[config.mk]
export PLATFORM = sky130hd
export DESIGN_NAME = tempsensor_sim_bank_flat
export DESIGN_NICKNAME = d
export VERILOG_FILES = /design/src/rtl/tempsensor_sim_bank_if.sv /design/src/rtl/tempsensor_sim_bank.sv /design/src/flat_wrapper.sv
export SDC_FILE = /design/constraint.sdc
export NUM_CORES = 1
export LEC_CHECK = 0
export BUFFER_PORTS_ARGS = -buffer_cell sky130_fd_sc_hd__buf_2
export CAP_MARGIN = 20
export CORE_MARGIN = 2
export CORE_UTILIZATION = 56
export DETAILED_ROUTE_END_ITERATION = 16
export HOLD_SLACK_MARGIN = 0.03
export PLACE_DENSITY = 0.91
export SLEW_MARGIN = 20
export SYNTH_ARGS = -nofsm -noshare
export SYNTH_HDL_FRONTEND = slang
export SYNTH_HIERARCHICAL = 1
export SYNTH_SLANG_ARGS = --single-unit
[constraint.sdc]
create_clock -name tempclk -period 2.4 [get_ports tempclk]
set_input_delay 0 -clock tempclk [delete_from_list [all_inputs] [get_ports tempclk]]
set_output_delay 0 -clock tempclk [all_outputs]
set_load 0.005 [all_outputs]
[src/rtl/tempsensor_sim_bank_if.sv]
// Bus bundle for the simulated temperature sensor bank: control/inject
// inputs and the sampled temperature, strobe, alarm and counter outputs.
interface tempsensor_sim_bank_if #(
    parameter int NUM_CH = 3,
    parameter int WIDTH  = 8
);
    logic                    enable;
    logic                    load_en;
    logic [3:0]              load_ch;
    logic [WIDTH-1:0]        load_val;
    logic [NUM_CH*WIDTH-1:0] temp_flat;
    logic                    temp_valid;
    logic [NUM_CH-1:0]       alarm;
    logic [15:0]             sample_cnt;

    // Stimulus side: drives control/inject, observes sensor outputs.
    modport master (
        output enable, load_en, load_ch, load_val,
        input  temp_flat, temp_valid, alarm, sample_cnt
    );

    // Sensor bank side.
    modport slave (
        input  enable, load_en, load_ch, load_val,
        output temp_flat, temp_valid, alarm, sample_cnt
    );
endinterface

[src/rtl/tempsensor_sim_bank.sv]
// Bank of simulated temperature sensors. A shared prescaler produces update
// ticks; each channel walks a sawtooth or triangle between T_MIN and T_MAX,
// can be overwritten through the inject port, and raises a hysteretic
// over-temperature alarm.

// One sensor channel: waveform state, inject override and alarm flag.
module tempsensor_sim_ch #(
    parameter int WIDTH    = 8,
    parameter int T_MIN    = 30,
    parameter int T_MAX    = 90,
    parameter int STEP     = 1,
    parameter int MODE     = 0,
    parameter int START    = 30,
    parameter int ALARM_HI = 80,
    parameter int ALARM_LO = 70
) (
    input  logic             tempclk,
    input  logic             rst,
    input  logic             tick,
    input  logic             load,
    input  logic [WIDTH-1:0] load_val,
    output logic [WIDTH-1:0] temp,
    output logic             alarm
);
    // One extra bit so cur+STEP never wraps, even for injected values near 2^WIDTH.
    localparam int EW = WIDTH + 1;
    localparam logic [EW-1:0]    E_STEP  = EW'(STEP);
    localparam logic [EW-1:0]    E_MIN   = EW'(T_MIN);
    localparam logic [EW-1:0]    E_MAX   = EW'(T_MAX);
    // cur-STEP >= T_MIN (signed) is the same as cur >= T_MIN+STEP for unsigned cur.
    localparam logic [EW-1:0]    E_DN    = EW'(T_MIN + STEP);
    localparam logic [WIDTH-1:0] W_START = WIDTH'(START);
    localparam logic [WIDTH-1:0] W_HI    = WIDTH'(ALARM_HI);
    localparam logic [WIDTH-1:0] W_LO    = WIDTH'(ALARM_LO);

    logic          dir_up;
    logic          nxt_dir;
    logic [EW-1:0] cur;
    logic [EW-1:0] up_sum;
    logic [EW-1:0] dn_dif;
    logic [EW-1:0] nxt_e;
    logic          up_ok;
    logic          dn_ok;
    logic          unused_top;

    assign cur        = {1'b0, temp};
    assign up_sum     = cur + E_STEP;
    assign dn_dif     = cur - E_STEP;
    assign up_ok      = (up_sum <= E_MAX);
    assign dn_ok      = (cur >= E_DN);
    // Every selected next value is <= max(T_MAX, cur), so the top bit is always 0.
    assign unused_top = nxt_e[WIDTH];

    // Next waveform value and direction for a tick.
    always_comb begin
        nxt_e   = cur;
        nxt_dir = dir_up;
        if (MODE == 0) begin
            nxt_e   = up_ok ? up_sum : E_MIN;
            nxt_dir = 1'b1;
        end else if (dir_up) begin
            if (up_ok) begin
                nxt_e = up_sum;
            end else begin
                nxt_dir = 1'b0;
                nxt_e   = dn_ok ? dn_dif : E_MIN;
            end
        end else begin
            if (dn_ok) begin
                nxt_e = dn_dif;
            end else begin
                nxt_dir = 1'b1;
                nxt_e   = up_ok ? up_sum : E_MAX;
            end
        end
    end

    // Channel value/direction: inject wins over a tick; inject restarts upward.
    always_ff @(posedge tempclk or posedge rst) begin
        if (rst) begin
            temp   <= W_START;
            dir_up <= 1'b1;
        end else if (load) begin
            temp   <= load_val;
            dir_up <= 1'b1;
        end else if (tick) begin
            temp   <= nxt_e[WIDTH-1:0];
            dir_up <= nxt_dir;
        end
    end

    // Hysteretic alarm sampled from the current value (one cycle behind it).
    always_ff @(posedge tempclk or posedge rst) begin
        if (rst) begin
            alarm <= 1'b0;
        end else if (temp >= W_HI) begin
            alarm <= 1'b1;
        end else if (temp <= W_LO) begin
            alarm <= 1'b0;
        end
    end
endmodule

module tempsensor_sim_bank #(
    parameter int NUM_CH     = 3,
    parameter int WIDTH      = 8,
    parameter int T_MIN      = 30,
    parameter int T_MAX      = 90,
    parameter int STEP       = 1,
    parameter int START_BASE = 30,
    parameter int START_INC  = 10,
    parameter int MODE       = 0,
    parameter int PRESCALE   = 1,
    parameter int ALARM_HI   = 80,
    parameter int ALARM_LO   = 70
) (
    input  logic                  tempclk,
    input  logic                  rst,
    tempsensor_sim_bank_if.slave  bus
);
    localparam int PW = (PRESCALE > 1) ? $clog2(PRESCALE) : 1;
    localparam logic [PW-1:0] P_LAST = PW'(PRESCALE - 1);

    // Reject parameter sets the channel arithmetic does not cover.
    if (NUM_CH < 1 || NUM_CH > 16 || PRESCALE < 1 || STEP < 1 ||
        STEP > T_MAX - T_MIN || ALARM_LO >= ALARM_HI ||
        START_BASE + (NUM_CH - 1) * START_INC > T_MAX) begin : g_bad_params
        $error("tempsensor_sim_bank: illegal parameter combination");
    end

    logic [PW-1:0]                 pcnt;
    logic                          tick;
    logic [NUM_CH-1:0][WIDTH-1:0]  temps;
    logic [NUM_CH-1:0]             alarms;

    assign tick = bus.enable && (pcnt == P_LAST);

    // Prescaler: runs only while enabled, wraps to 0 on the tick cycle.
    always_ff @(posedge tempclk or posedge rst) begin
        if (rst) begin
            pcnt <= '0;
        end else if (bus.enable) begin
            pcnt <= tick ? '0 : pcnt + PW'(1);
        end
    end

    // Update strobe and tick counter, aligned with the new channel values.
    always_ff @(posedge tempclk or posedge rst) begin
        if (rst) begin
            bus.temp_valid <= 1'b0;
            bus.sample_cnt <= '0;
        end else begin
            bus.temp_valid <= tick;
            if (tick) begin
                bus.sample_cnt <= bus.sample_cnt + 16'd1;
            end
        end
    end

    for (genvar i = 0; i < NUM_CH; i++) begin : g_ch
        logic load;
        // An out-of-range load_ch matches no channel and is dropped.
        assign load = bus.load_en && (bus.load_ch == 4'(i));

        tempsensor_sim_ch #(
            .WIDTH    (WIDTH),
            .T_MIN    (T_MIN),
            .T_MAX    (T_MAX),
            .STEP     (STEP),
            .MODE     (MODE),
            .START    (START_BASE + i * START_INC),
            .ALARM_HI (ALARM_HI),
            .ALARM_LO (ALARM_LO)
        ) u_ch (
            .tempclk  (tempclk),
            .rst      (rst),
            .tick     (tick),
            .load     (load),
            .load_val (bus.load_val),
            .temp     (temps[i]),
            .alarm    (alarms[i])
        );
    end

    assign bus.temp_flat = temps;
    assign bus.alarm     = alarms;
endmodule
[src/flat_wrapper.sv]
// flat-port wrapper written by rule: the top's interface ports become plain ports
module tempsensor_sim_bank_flat 
#(
    parameter int NUM_CH     = 3,
    parameter int WIDTH      = 8,
    parameter int T_MIN      = 30,
    parameter int T_MAX      = 90,
    parameter int STEP       = 1,
    parameter int START_BASE = 30,
    parameter int START_INC  = 10,
    parameter int MODE       = 0,
    parameter int PRESCALE   = 1,
    parameter int ALARM_HI   = 80,
    parameter int ALARM_LO   = 70
)
  (tempclk, rst, bus_enable, bus_load_en, bus_load_ch, bus_load_val, bus_temp_flat, bus_temp_valid, bus_alarm, bus_sample_cnt);
  tempsensor_sim_bank_if #(.NUM_CH(NUM_CH), .WIDTH(WIDTH)) bus_i ();
  input  logic tempclk;
  input  logic rst;
  input wire logic [$bits(bus_i.enable)-1:0] bus_enable;
  input wire logic [$bits(bus_i.load_en)-1:0] bus_load_en;
  input wire logic [$bits(bus_i.load_ch)-1:0] bus_load_ch;
  input wire logic [$bits(bus_i.load_val)-1:0] bus_load_val;
  output wire logic [$bits(bus_i.temp_flat)-1:0] bus_temp_flat;
  output wire logic [$bits(bus_i.temp_valid)-1:0] bus_temp_valid;
  output wire logic [$bits(bus_i.alarm)-1:0] bus_alarm;
  output wire logic [$bits(bus_i.sample_cnt)-1:0] bus_sample_cnt;
  assign bus_i.enable = bus_enable;
  assign bus_i.load_en = bus_load_en;
  assign bus_i.load_ch = bus_load_ch;
  assign bus_i.load_val = bus_load_val;
  assign bus_temp_flat = bus_i.temp_flat;
  assign bus_temp_valid = bus_i.temp_valid;
  assign bus_alarm = bus_i.alarm;
  assign bus_sample_cnt = bus_i.sample_cnt;
  tempsensor_sim_bank #(.NUM_CH(NUM_CH), .WIDTH(WIDTH), .T_MIN(T_MIN), .T_MAX(T_MAX), .STEP(STEP), .START_BASE(START_BASE), .START_INC(START_INC), .MODE(MODE), .PRESCALE(PRESCALE), .ALARM_HI(ALARM_HI), .ALARM_LO(ALARM_LO)) u_core (.tempclk(tempclk), .rst(rst), .bus(bus_i));
endmodule
# Yosys cells after proc, flatten, opt, wreduce, memory -nomap -nowiden
# Cells that the tools add are included.
[totals] reg_bits=45 in_bits=16
[classes] eq_ne=2 mux=16 n_reduce_logical=11 magnitude_cmp=9 n_addsub=5 n_bitwise=1
[op_table] cell="two-way mux 8 bit" n=9
[op_table] cell="adder 8 x 1 -> 9 bit (second input constant)" n=3
[op_table] cell="<= comparator 9 x 7 -> 1 bit (second input constant)" n=3
[op_table] cell=">= comparator 8 x 7 -> 1 bit (second input constant)" n=3
[op_table] cell="<= comparator 8 x 7 -> 1 bit (second input constant)" n=3
[op_table] cell="adder 16 x 1 -> 16 bit (second input constant)" n=1
[op_table] cell="nonzero test 2 bit" n=6
[op_table] cell="two-way mux 1 bit" n=7
[op_table] cell="equality test 4 x 1 -> 1 bit (second input constant)" n=1
[op_table] cell="equality test 4 x 2 -> 1 bit (second input constant)" n=1
[op_table] cell="logical AND 1 bit" n=4
[op_table] cell="zero test 4 bit" n=1
[op_table] cell="adder 1 bit (second input constant)" n=1
[op_table] cell="NOT 1 bit" n=1

# Longest topological paths before layout
# Gate-level depths: netlist (run 1).
[depth] ltp_word=5 ltp_mapped=7 depth_no_buf=7

# Cells and area by module
# Netlist (run 1), hierarchy kept.
[by_module_without_submodules] module="tempsensor_sim_bank" area_each_um2=799.5 cells_each=67 n_inst=1
[by_module_without_submodules] module="tempsensor_sim_ch (u_core.g_ch[0].u_ch)" area_each_um2=755.7 cells_each=91 n_inst=1
[by_module_without_submodules] module="tempsensor_sim_ch (u_core.g_ch[1].u_ch)" area_each_um2=753.2 cells_each=91 n_inst=1
[by_module_without_submodules] module="tempsensor_sim_ch (u_core.g_ch[2].u_ch)" area_each_um2=747.0 cells_each=92 n_inst=1

# Least setup slack after synthesis (run 1)
# OpenSTA, ideal clock, no wires.
[synth_path] path_kind="register to register" from="register u_core.g_ch[1].u_ch.temp[3]" to="register u_core.g_ch[1].u_ch.temp[2]" arrival_time_ps=1989 setup_time_ps=119 slack_ps=293 path_stages_with_launch=7 required_time_ps=2281 cell_sequence="dfstp_2 buf_2 nand2_1 nor3_1 mux2_2 o31a_1 o21a_1"
[synth_between] elab_chain_cells=5
[synth_rtl] item="from (decl)" line_no="tempsensor_sim_bank.sv:22" source="output logic [WIDTH-1:0] temp,"
[synth_rtl] item="from (signal assigned)" line_no="tempsensor_sim_bank.sv:84" source="temp <= load_val;"
[synth_rtl] item="from (signal assigned)" line_no="tempsensor_sim_bank.sv:87" source="temp <= nxt_e[WIDTH-1:0];"
[synth_rtl] item="adder 8 x 1 -> 9 bit" line_no="tempsensor_sim_bank.sv:47" source="assign up_sum = cur + E_STEP;"
[synth_rtl] item="<= comparator 9 x 7 -> 1 bit" line_no="tempsensor_sim_bank.sv:49" source="assign up_ok = (up_sum <= E_MAX);"
[synth_rtl] item="two-way mux 8 bit" line_no="tempsensor_sim_bank.sv:59" source="nxt_e = up_ok ? up_sum : E_MIN;"
[synth_rtl] item="two-way mux 8 bit" line_no="tempsensor_sim_bank.sv:86" source="end else if (tick) begin"
[synth_rtl] item="two-way mux 8 bit" line_no="tempsensor_sim_bank.sv:83" source="end else if (load) begin"
# Every way passes these cells. The select of a mux whose other input is x is not followed.
# A chain may end at the register's enable or synchronous reset.

# Final worst setup path (run 1)
[layout_path] from="register u_core.g_ch[0].u_ch.temp[1]" to="register u_core.g_ch[0].u_ch.temp[6]"
[layout_between] elab_chain_cells=5
[layout_rtl] item="from (decl)" line_no="tempsensor_sim_bank.sv:22"
[layout_rtl] item="from (signal assigned)" line_no="tempsensor_sim_bank.sv:84"
[layout_rtl] item="from (signal assigned)" line_no="tempsensor_sim_bank.sv:87"
[layout_rtl] item="adder 8 x 1 -> 9 bit (*)" line_no="tempsensor_sim_bank.sv:47"
[layout_rtl] item="<= comparator 9 x 7 -> 1 bit" line_no="tempsensor_sim_bank.sv:49"
[layout_rtl] item="two-way mux 8 bit (*)" line_no="tempsensor_sim_bank.sv:59"
[layout_rtl] item="two-way mux 8 bit (*)" line_no="tempsensor_sim_bank.sv:86"
[layout_rtl] item="two-way mux 8 bit (*)" line_no="tempsensor_sim_bank.sv:83"
# Mark *: on every way between the ends. The rest lies on a longest branch, timed or not. The select of a mux whose other input is x is not followed.

==> results of run 1 <==
worst register-to-register path, cell delays in order (launching register included):
cell and delay (ns):
dfstp_2 0.59, ha_1 0.24, and4_1 0.33, nand2_1 0.10
or3_1 0.38, nor4_1 0.36, a221o_1 0.18
metal layers:
layer	wire length [µm]	share of wire [%]
met5	0	0
met4	140	1.8
met3	519	6.6
met2	4000	51
met1	3190	41
area by class of cell:
| cell class | count | area, µm² |
|---|---|---|
| flip-flops and latches | 45 | 1140 |
| well taps | 70 | 87.6 |
| clock inverters | 3 | 22.5 |
| clock buffers | 5 | 68.8 |
| repair buffers | 72 | 413 |
| multi-input cells | 263 | 1770 |
| fillers | 390 | 1620 |
| inverters | 12 | 45.0 |
cells in the final DEF (no fill, tap or decap), types with 7 or more instances in the layout:
cell | Yosys | routed
nor4_1 | 7 | 7
or3_1 | 9 | 9
buf_2 | 4 | 59
dlygate4sd3_1 | 0 | 8
nor3_1 | 13 | 13
inv_1 | 12 | 12
nand3_1 | 10 | 10
a221o_1 | 7 | 7
ha_1 | 10 | 10
xor2_1 | 7 | 7
o21ai_0 | 13 | 13
nor2_1 | 21 | 21
dfrtp_1 | 36 | 36
a21oi_1 | 13 | 13
xnor2_1 | 14 | 14
dfstp_2 | 9 | 9
nand2_1 | 40 | 40
path summary, 6_finish.rpt:
check                                                  from                     endpoint  slack, ns  depth (start not counted)
worst min-delay path                        bus_load_val[2]  u_core/g_ch[2].u_ch/temp[2]       0.07                          3
min in group asynchronous                               rst  u_core/g_ch[0].u_ch/temp[6]       0.24                          3
worst min register to register    u_core/bus.sample_cnt[15]    u_core/bus.sample_cnt[15]       0.48                          1
max in group asynchronous                               rst     u_core/bus.sample_cnt[3]       1.59                          3
worst max register to register  u_core/g_ch[0].u_ch/temp[1]  u_core/g_ch[0].u_ch/temp[6]       0.16                          6
worst max-delay path            u_core/g_ch[0].u_ch/temp[1]  u_core/g_ch[0].u_ch/temp[6]       0.16                          6
per-stage QoR:
step | power (mW) | utilization, % | hold slack (ns) | setup WS, ns
floorplan | 2.12 | - | -0.175 | 0.293
global placement | 2.44 | 65.3 | 0.0211 | 0.295
detailed placement | 2.51 | 65.3 | 0.0272 | 0.221
CTS | 3.02 | 68.6 | 0.0587 | 0.195
global route | 3.26 | 68.6 | 0.0974 | 0.0874
finish | 3.04 | 68.6 | 0.0701 | 0.165
Yosys cell counts (9+ instances only):
| library cell | number |
|---|---|
| dfrtp_1 | 36 |
| nor3_1 | 13 |
| clkbuf_1 | 13 |
| nand3_1 | 10 |
| nor2_1 | 21 |
| nand2_1 | 40 |
| ha_1 | 10 |
| a21oi_1 | 13 |
| inv_1 | 12 |
| or3_1 | 9 |
| xnor2_1 | 14 |
| dfstp_2 | 9 |
| o21ai_0 | 13 |
state kept, by name, summed over array words and instances, names as in the netlist:
| signal | count |
|---|---|
| u_core/bus.sample_cnt | 16 |
| u_core/g_ch.u_ch/alarm | 3 |
| u_core/pcnt | 1 |
| u_core/bus.temp_valid | 1 |
| u_core/g_ch.u_ch/temp | 24 |
kinds of logic (layout without fill, tap and decap cells):
| group | Yosys count | count (layout) | synth area share [%] |
|---|---|---|---|
| simple gates | 141 | 141 | 25.0 |
| fa+ha+maj | 10 | 10 | 4.10 |
| mux | 8 | 8 | 2.87 |
| xor+xnor | 21 | 21 | 6.02 |
| buf+inv | 33 | 92 | 4.79 |
| compound gates | 83 | 83 | 20.0 |
| flops | 45 | 45 | 37.2 |
power by group:
| group | internal, mW | switching (mW) |
|---|---|---|
| sequential | 0.989 | 0.374 |
| clock | 0.205 | 0.281 |
| combinational | 0.570 | 0.617 |
| total | 1.76 | 1.27 |
==> summary.md, run 1 <==
| Metric | Value |
|---|---|
| #FFs+latches synth | 45 |
| Worst slew pin tran | 0.681 ns |
| Global-route wire length before repair | 13.0 mm |
| Clk root buf | clkbuf_8 |
| Avg Inst Size Synth | 8.96 µm² |
| Relative slew slack | 54.6% |
| Fin crit share | 93.1% |
| Async set-or-reset flop fraction in the synthesized netlist | 100% |
| CP Data Required Time | 2.65 ns |
| Total negative slack | 0 ns |
| Layout cells sized above 1 | 26.0% |
| Met1 Usage GRT | 34.0% |
| Post-cts gate resize count | 0 |
| Clock skew | 0.00955 ns |
| Routed Antenna Nets | 0 |
| Startpoint types | flip-flop |
| Critical path cell sequence | ha_1 > and4_1 > nand2_1 > or3_1 > nor4_1 > a221o_1 |
| Tightest Hold Check Type | primary input to flip-flop |
| Layout Nets | 425 |
| First-pass detailed-route iteration total | 5 |
| Netlist Area Pre-Place | 3060 µm² |
| Status | completed |
| Pin count of the biggest net entering global routing | 19 |
| Maximum vdd drop | 505 µV |
| Initial Util | 59.1% |
| Bufs on Longest Clock Path | 2 |
| GRT Overall Usage | 26.6% |
| # Post-CTS Setup Buffers | 0 |
| Die area | 6060 µm² |
| Grt peak-use layer | met2 |
| Violation count after the first detailed-route iteration | 289 |
| Antenna Cells | 0 |
| Setup CP Type | flip-flop to flip-flop |
| Final Instance Area | 3550 µm² |
| Port buffer count | 59 |
| DP Area | 3380 µm² |
| Crit path max-delay cell type | dfstp_2 |
| Largest cells by area after synthesis | dfrtp_1, dfstp_2, nand2_1 |
| RSZ-0062 raised after global routing | false |
| Post-synth EDFFs | 0 |
| Synth Instances | 341 |
| CTS tree | yes |
| Final setup viols | 0 |
| Buf/Inv on CP | 0 |
| Top FF cell, synth | dfrtp_1 |
| Final WL | 7.85 mm |
| Cell accounting for the most synthesized area | dfrtp_1 |
| Final Hold Vio Count | 0 |
| Leakage | 1.58 nW |
| Initial antenna violation count | 0 |
| Worst Setup End Kind | flip-flop |
| Area Overhead vs Synth | 16.1% |
| Minimum clock period | 2.24 ns |
| Met3 Usage GRT | 4.53% |
| H-tree Lvls | 2 |
| Synth cell types | 58 |
| Number of global-route vias before repair | 2731 |
| WL/cell | 16.7 µm |
| Clock sink count | 45 |
| Area of the core | 5170 µm² |
| CP delay by family, top | simple AND/OR/NAND/NOR gates |
| Top cell type's share of synthesized area | 29.5% |
| Die Width | 77.9 µm |
| Max cap viols | 0 |
| Vias per cell | 6.18 |
| Cell Rows | 26 |
| Fin cells | 470 |
| RePlAce Congestion | 0.897 |
| Post-DP HPWL | 5.52 mm |
| CP max stage delay | 0.59 ns |
| Vias | 2903 |
| Slew Viols, Final | 0 |
| Detailed-route DRC error count | 0 |
| Clock Latency Late Sink | 0.30 ns |
| Register area share after synthesis | 37.2% |
| Hold_buf cts | 8 |
| Placed cells | 454 |
| Die H | 77.9 µm |
| Pwr Density | 855 nW/µm² |
| I/O pin total | 60 |
| Crit path arrival time | 2.48 ns |
| GRT overflow | 0 |
| Total CTS buffers | 5 |
| Yosys Warn Count | 6 |
| Met2 GRT Util | 45.5% |
| Fmax | 447 MHz |
| Syn_nets | 367 |
| Clk pin slew, worst setup/hold paths | 0.10 ns |
| Worst-path maximum fanout | 6 |
Note: power is estimated with default switching activity, not from simulation.
==> run 2, diff against run 1 <==
Settings changed: SETUP_SLACK_MARGIN from default to 0.3.
==> summary.md, run 2 (synthesis results as in run 1) <==
| Metric | Value |
|---|---|
| HP Start | bus_load_val[2] |
| CTS tree | yes |
| Wire length on met1 | 3.27 mm |
| Minimum clock period | 2.11 ns |
| Number of global-route vias before repair | 2641 |
| Slew Viols, Final | 0 |
| Port buffer count | 59 |
| R2r endpoint | u_core/g_ch[0].u_ch/temp[6] |
| WL/cell | 16.4 µm |
| Startpoint types | flip-flop |
| Setup slack, reg-to-reg | 0.29 ns |
| Setup ws final | 0.292 ns |
| Final Hold Vio Count | 0 |
| Total CTS buffers | 5 |
| Largest register FFs | 24 |
| Crit path arrival time | 2.29 ns |
| Initial Util | 59.1% |
| RePlAce Congestion | 0.883 |
| Maximum vdd drop | 663 µV |
| CP max stage delay | 0.59 ns |
| Die H | 77.9 µm |
| Pwr Density | 876 nW/µm² |
| Detailed-route DRC error count | 0 |
| Critical path cell sequence | buf_6 > buf_6 > and3_4 > xnor2_2 > or3_1 > a41o_1 > a221o_1 |
| Leakage | 1.70 nW |
| CP Data Required Time | 2.59 ns |
| Fin crit share | 87.8% |
| Met3 wire len | 512 µm |
| Critical path endpoint | u_core/g_ch[0].u_ch/temp[6] |
| Area of the core | 5170 µm² |
| Fillers | 369 |
| Commonest non-fill, non-tap cell in the layout | buf_2 |
| Cell Rows | 26 |
| CP Depth | 7 |
| RSZ-0062 raised after global routing | true |
| Clk pin slew, worst setup/hold paths | 0.09 ns |
| Global-route wire length before repair | 12.5 mm |
| Met2 Wirelength | 3.86 mm |
| Clock skew | 0.00577 ns |
| Crit path top cell by count | buf_6 |
| Worst r2r src | u_core/g_ch[0].u_ch/temp[1] |
| Worst R2R Path Depth | 7 |
| Top Layer Used | met4 |
| GRT overflow | 0 |
| Largest registers | u_core/g_ch.u_ch/temp x24, u_core/bus.sample_cnt x16, u_core/g_ch.u_ch/alarm x3 |
| GRT Overall Usage | 25.3% |
| Most flop-heavy register | u_core/g_ch.u_ch/temp |
| Worst Setup End Kind | flip-flop |
| Antenna Cells | 0 |
| CP delay by family, top | flip-flops |
| Pre-CTS setup slack | 0.240 ns |
| Buf/Inv on CP | 2 |
| H-tree Lvls | 2 |
| Status | completed |
| Violation count after the first detailed-route iteration | 225 |
| Die area | 6060 µm² |
| Total negative slack | 0 ns |
| Routed Antenna Nets | 0 |
| Vias per cell | 6.14 |
| Fmax | 474 MHz |
| Vias | 2972 |
| Layout cells sized above 1 | 34.5% |
| Initial antenna violation count | 0 |
| First-pass detailed-route iteration total | 5 |
| Post-DP HPWL | 5.35 mm |
| Commonest non-fill, non-tap cells in the layout | buf_2, nand2_1, dfrtp_1, nor2_1, buf_4 |
| Worst slew pin tran | 0.680 ns |
| Final WL | 7.93 mm |
| Clock Latency Late Sink | 0.30 ns |
| I/O pin total | 60 |
| Critical path origin | u_core/g_ch[0].u_ch/temp[1] |
| Final setup viols | 0 |
| Setup CP Type | flip-flop to flip-flop |
| Clock sink count | 45 |
| Crit path max-delay cell type | dfstp_2 |
| Pin count of the biggest net entering global routing | 19 |
| Clk root buf | clkbuf_8 |
| Area Overhead vs Synth | 25.6% |
| Worst-path maximum fanout | 3 |
| Max cap viols | 0 |
| Die Width | 77.9 µm |
| Layout Nets | 439 |
| Bufs on Longest Clock Path | 2 |
| Power Total | 3.36 mW |
| Tightest Hold Check Type | primary input to flip-flop |
| Relative slew slack | 54.6% |
[run 2: cell types whose count changed in the layout (fill, tap and decap cells not counted), sizes merged]
cell	previous run	this run
buf	64	78
clkinvlp	3	1
clkinv	0	1
inv	12	13
[run 2: final cells by class]
type / instances / area [µm²] / share of cell area, %
clock buffer: 5 / 68.8 / 1.79
clock inverter: 3 / 25.0 / 0.652
inverter: 12 / 45.0 / 1.17
multi-input combinational: 263 / 1940 / 50.6
sequential: 45 / 1140 / 29.8
tap: 70 / 87.6 / 2.28
timing repair buffer: 86 / 526 / 13.7
[run 2: worst reg2reg max path: stages, from the launching register on]
cell	delay [ns]
dfstp_2	0.59
buf_6	0.13
buf_6	0.09
and3_4	0.19
xnor2_2	0.09
or3_1	0.37
a41o_1	0.20
a221o_1	0.34
[run 2: report_power, final]
part / switching [mW] / internal (mW)
Sequential: 0.369 / 0.993
Clock: 0.295 / 0.211
Combinational: 0.744 / 0.750
Total: 1.41 / 1.95
[run 2: routing by layer]
layer	GRT usage [%]	vias to the layer above
met2	41.5	136
met4	10.9	0
met5	0	-
li1	-	1382
met3	4.19	34
met1	33.0	1420
[run 2: worst min path at each step]
| stage | end | slack [ns] | cells past startpoint |
|---|---|---|---|
| floorplan | u_core/g_ch[0].u_ch/alarm | -0.17 | 1 |
| global placement | u_core/g_ch[0].u_ch/temp[7] | 0.02 | 2 |
| detailed placement | u_core/g_ch[0].u_ch/temp[7] | 0.03 | 2 |
| CTS | u_core/g_ch[2].u_ch/temp[2] | 0.06 | 3 |
| global route | u_core/g_ch[0].u_ch/temp[2] | 0.08 | 4 |
| finish | u_core/g_ch[0].u_ch/temp[2] | 0.08 | 4 |
[run 2: repair_timing]
action,in CTS,in global routing
setup endpoints to repair,5,11
hold buffers,8,0
pin swaps,2,9
hold endpoints to repair,63,0
buffers inserted,3,10
resized for setup,6,28
[run 2: through the flow]
stage	area, µm²	util (%)	std cells	hold slack [ns]
CTS	3620	70.0	474	0.0639
finish	3840	74.2	484	0.0809
floorplan	3060	-	341	-0.175
global route	3840	74.2	484	0.0778
detailed placement	3390	65.5	455	0.0273
global placement	3390	65.5	455	0.0183
==> run 3, diff against run 2 <==
Settings changed: CORE_ASPECT_RATIO from default to 0.5, CORE_UTILIZATION 56 to 50, PLACE_DENSITY 0.91 to 0.83.
Clock period 2.4 ns to 2.7 ns, I/O delays scaled along.
==> summary.md, run 3 (synthesis results as in run 1) <==
| Metric | Value |
|---|---|
| Status | completed |
| Detailed-route DRC error count | 0 |
| Violation count after the first detailed-route iteration | 220 |
| Tightest Hold Check Type | primary input to flip-flop |
| Largest registers | u_core/g_ch.u_ch/temp x24, u_core/bus.sample_cnt x16, u_core/g_ch.u_ch/alarm x3 |
| Largest register FFs | 24 |
| Fillers | 503 |
| Clk pin slew, worst setup/hold paths | 0.07 ns |
| Fin crit share | 80.5% |
| First-pass detailed-route iteration total | 4 |
| Max cap viols | 0 |
| Vias | 2766 |
| Initial Util | 51.1% |
| Setup CP Type | flip-flop to flip-flop |
| Port buffer count | 59 |
| Commonest non-fill, non-tap cells in the layout | buf_2, nand2_1, dfrtp_1, nor2_1, xnor2_1 |
| Final Util | 60.4% |
| Relative slew slack | 56.0% |
| Total CTS buffers | 5 |
| CP Data Required Time | 2.90 ns |
| Worst R2R Path Depth | 5 |
| Die H | 59.3 µm |
| Slew Viols, Final | 0 |
| RePlAce Congestion | 0.937 |
| Post-DP HPWL | 5.12 mm |
| Worst Setup End Kind | flip-flop |
| Area Overhead vs Synth | 18.3% |
| Antenna Cells | 0 |
| RSZ-0062 raised after global routing | false |
| Die Width | 115 µm |
| Minimum clock period | 2.17 ns |
| Worst slew pin tran | 0.659 ns |
| Most flop-heavy register | u_core/g_ch.u_ch/temp |
| Final WL | 7.14 mm |
| Pin count of the biggest net entering global routing | 19 |
| Worst-path maximum fanout | 10 |
| Area of the core | 5980 µm² |
| Clock Latency Late Sink | 0.29 ns |
| Die area | 6790 µm² |
| CTS tree | yes |
| Pwr Density | 786 nW/µm² |
| Final setup viols | 0 |
| Bufs on Longest Clock Path | 2 |
| Clock skew | 0.00739 ns |
| Final Hold Vio Count | 0 |
| Hold path cells | 2 |
| Fmax | 460 MHz |
| Layout Nets | 425 |
| Maximum vdd drop | 345 µV |
| Post-cts gate resize count | 0 |
| Clk root buf | clkbuf_16 |
| Total negative slack | 0 ns |
| Number of global-route vias before repair | 2481 |
| GRT overflow | 0 |
| Clock sink count | 45 |
| H-tree Lvls | 2 |
| Commonest non-fill, non-tap cell in the layout | buf_2 |
| Initial antenna violation count | 0 |
| Pre-CTS setup slack | 0.540 ns |
| GRT Overall Usage | 21.7% |
| WL/cell | 15.0 µm |
| Cell Rows | 20 |
| Setup ws final | 0.527 ns |
| I/O pin total | 60 |
| Routed Antenna Nets | 0 |
| Startpoint types | flip-flop |
| Crit path arrival time | 2.37 ns |
| Setup slack, reg-to-reg | 0.53 ns |
| Leakage | 1.62 nW |
| Global-route wire length before repair | 11.7 mm |
| Layout cells sized above 1 | 26.3% |
| Vias per cell | 5.80 |
run 3: cell types whose count changed in the layout (fill, tap and decap cells not counted), sizes merged:
cell,previous run,this run
buf,78,65
dlygate4sd3,8,7
run 3: worst paths after layout:
kind | start | endpoint
setup / recovery | u_core/g_ch[0].u_ch/temp[3] | u_core/g_ch[0].u_ch/temp[0]
hold / removal | bus_load_val[0] | u_core/g_ch[2].u_ch/temp[0]
setup reg to reg | u_core/g_ch[0].u_ch/temp[3] | u_core/g_ch[0].u_ch/temp[0]
hold reg to reg | u_core/bus.sample_cnt[15] | u_core/bus.sample_cnt[15]
max in group asynchronous | rst | u_core/bus.sample_cnt[12]
min in group asynchronous | rst | u_core/g_ch[0].u_ch/temp[0]
run 3: through the flow:
step | hold slack, ns | total power [mW] | area (µm²) | instances
floorplan | -0.175 | 1.88 | 3060 | 341
global placement | 0.0208 | 2.18 | 3390 | 462
detailed placement | 0.0248 | 2.21 | 3390 | 462
CTS | 0.0380 | 2.85 | 3610 | 477
global route | 0.0334 | 3.04 | 3610 | 477
finish | 0.0411 | 2.84 | 3610 | 477
run 3: final cells by class:
| class | instances | area (µm²) | share of cell area (%) |
|---|---|---|---|
| Sequential cell | 45 | 1140 | 31.5 |
| Inverter | 12 | 45.0 | 1.25 |
| Tap cell | 77 | 96.3 | 2.67 |
| Clock inverter | 3 | 25.0 | 0.693 |
| Multi-Input combinational cell | 263 | 1770 | 49.1 |
| Clock buffer | 5 | 125 | 3.46 |
| Timing Repair Buffer | 72 | 410 | 11.4 |
run 3: power breakdown:
part | switching [mW] | internal (mW) | total [mW]
combinational | 0.512 | 0.506 | 1.02
sequential | 0.328 | 0.880 | 1.21
clock | 0.268 | 0.348 | 0.616
total | 1.11 | 1.73 | 2.84
run 3: metal layers:
layer / track usage, % / share of wire, % / wire [µm] / up-vias
li1: - / - / - / 1360
met1: 29.5 / 47 / 3370 / 1317
met2: 34.5 / 47 / 3330 / 79
met3: 5.62 / 5.1 / 362 / 10
met4: 6.97 / 1.1 / 76 / 0
met5: 0 / 0 / 0 / -
run 3: worst max-delay path: stages, from the launching register on:
cell and delay (ns):
dfstp_2 0.61, nand2_1 0.17, nor3_1 0.37, mux2_2 0.39
o31a_1 0.34, o31ai_2 0.21
run 3: timing repair:
item / CTS / global route
hold endpoints to repair: 60 / 0
buffers inserted: 0 / 0
hold buffers: 7 / 0
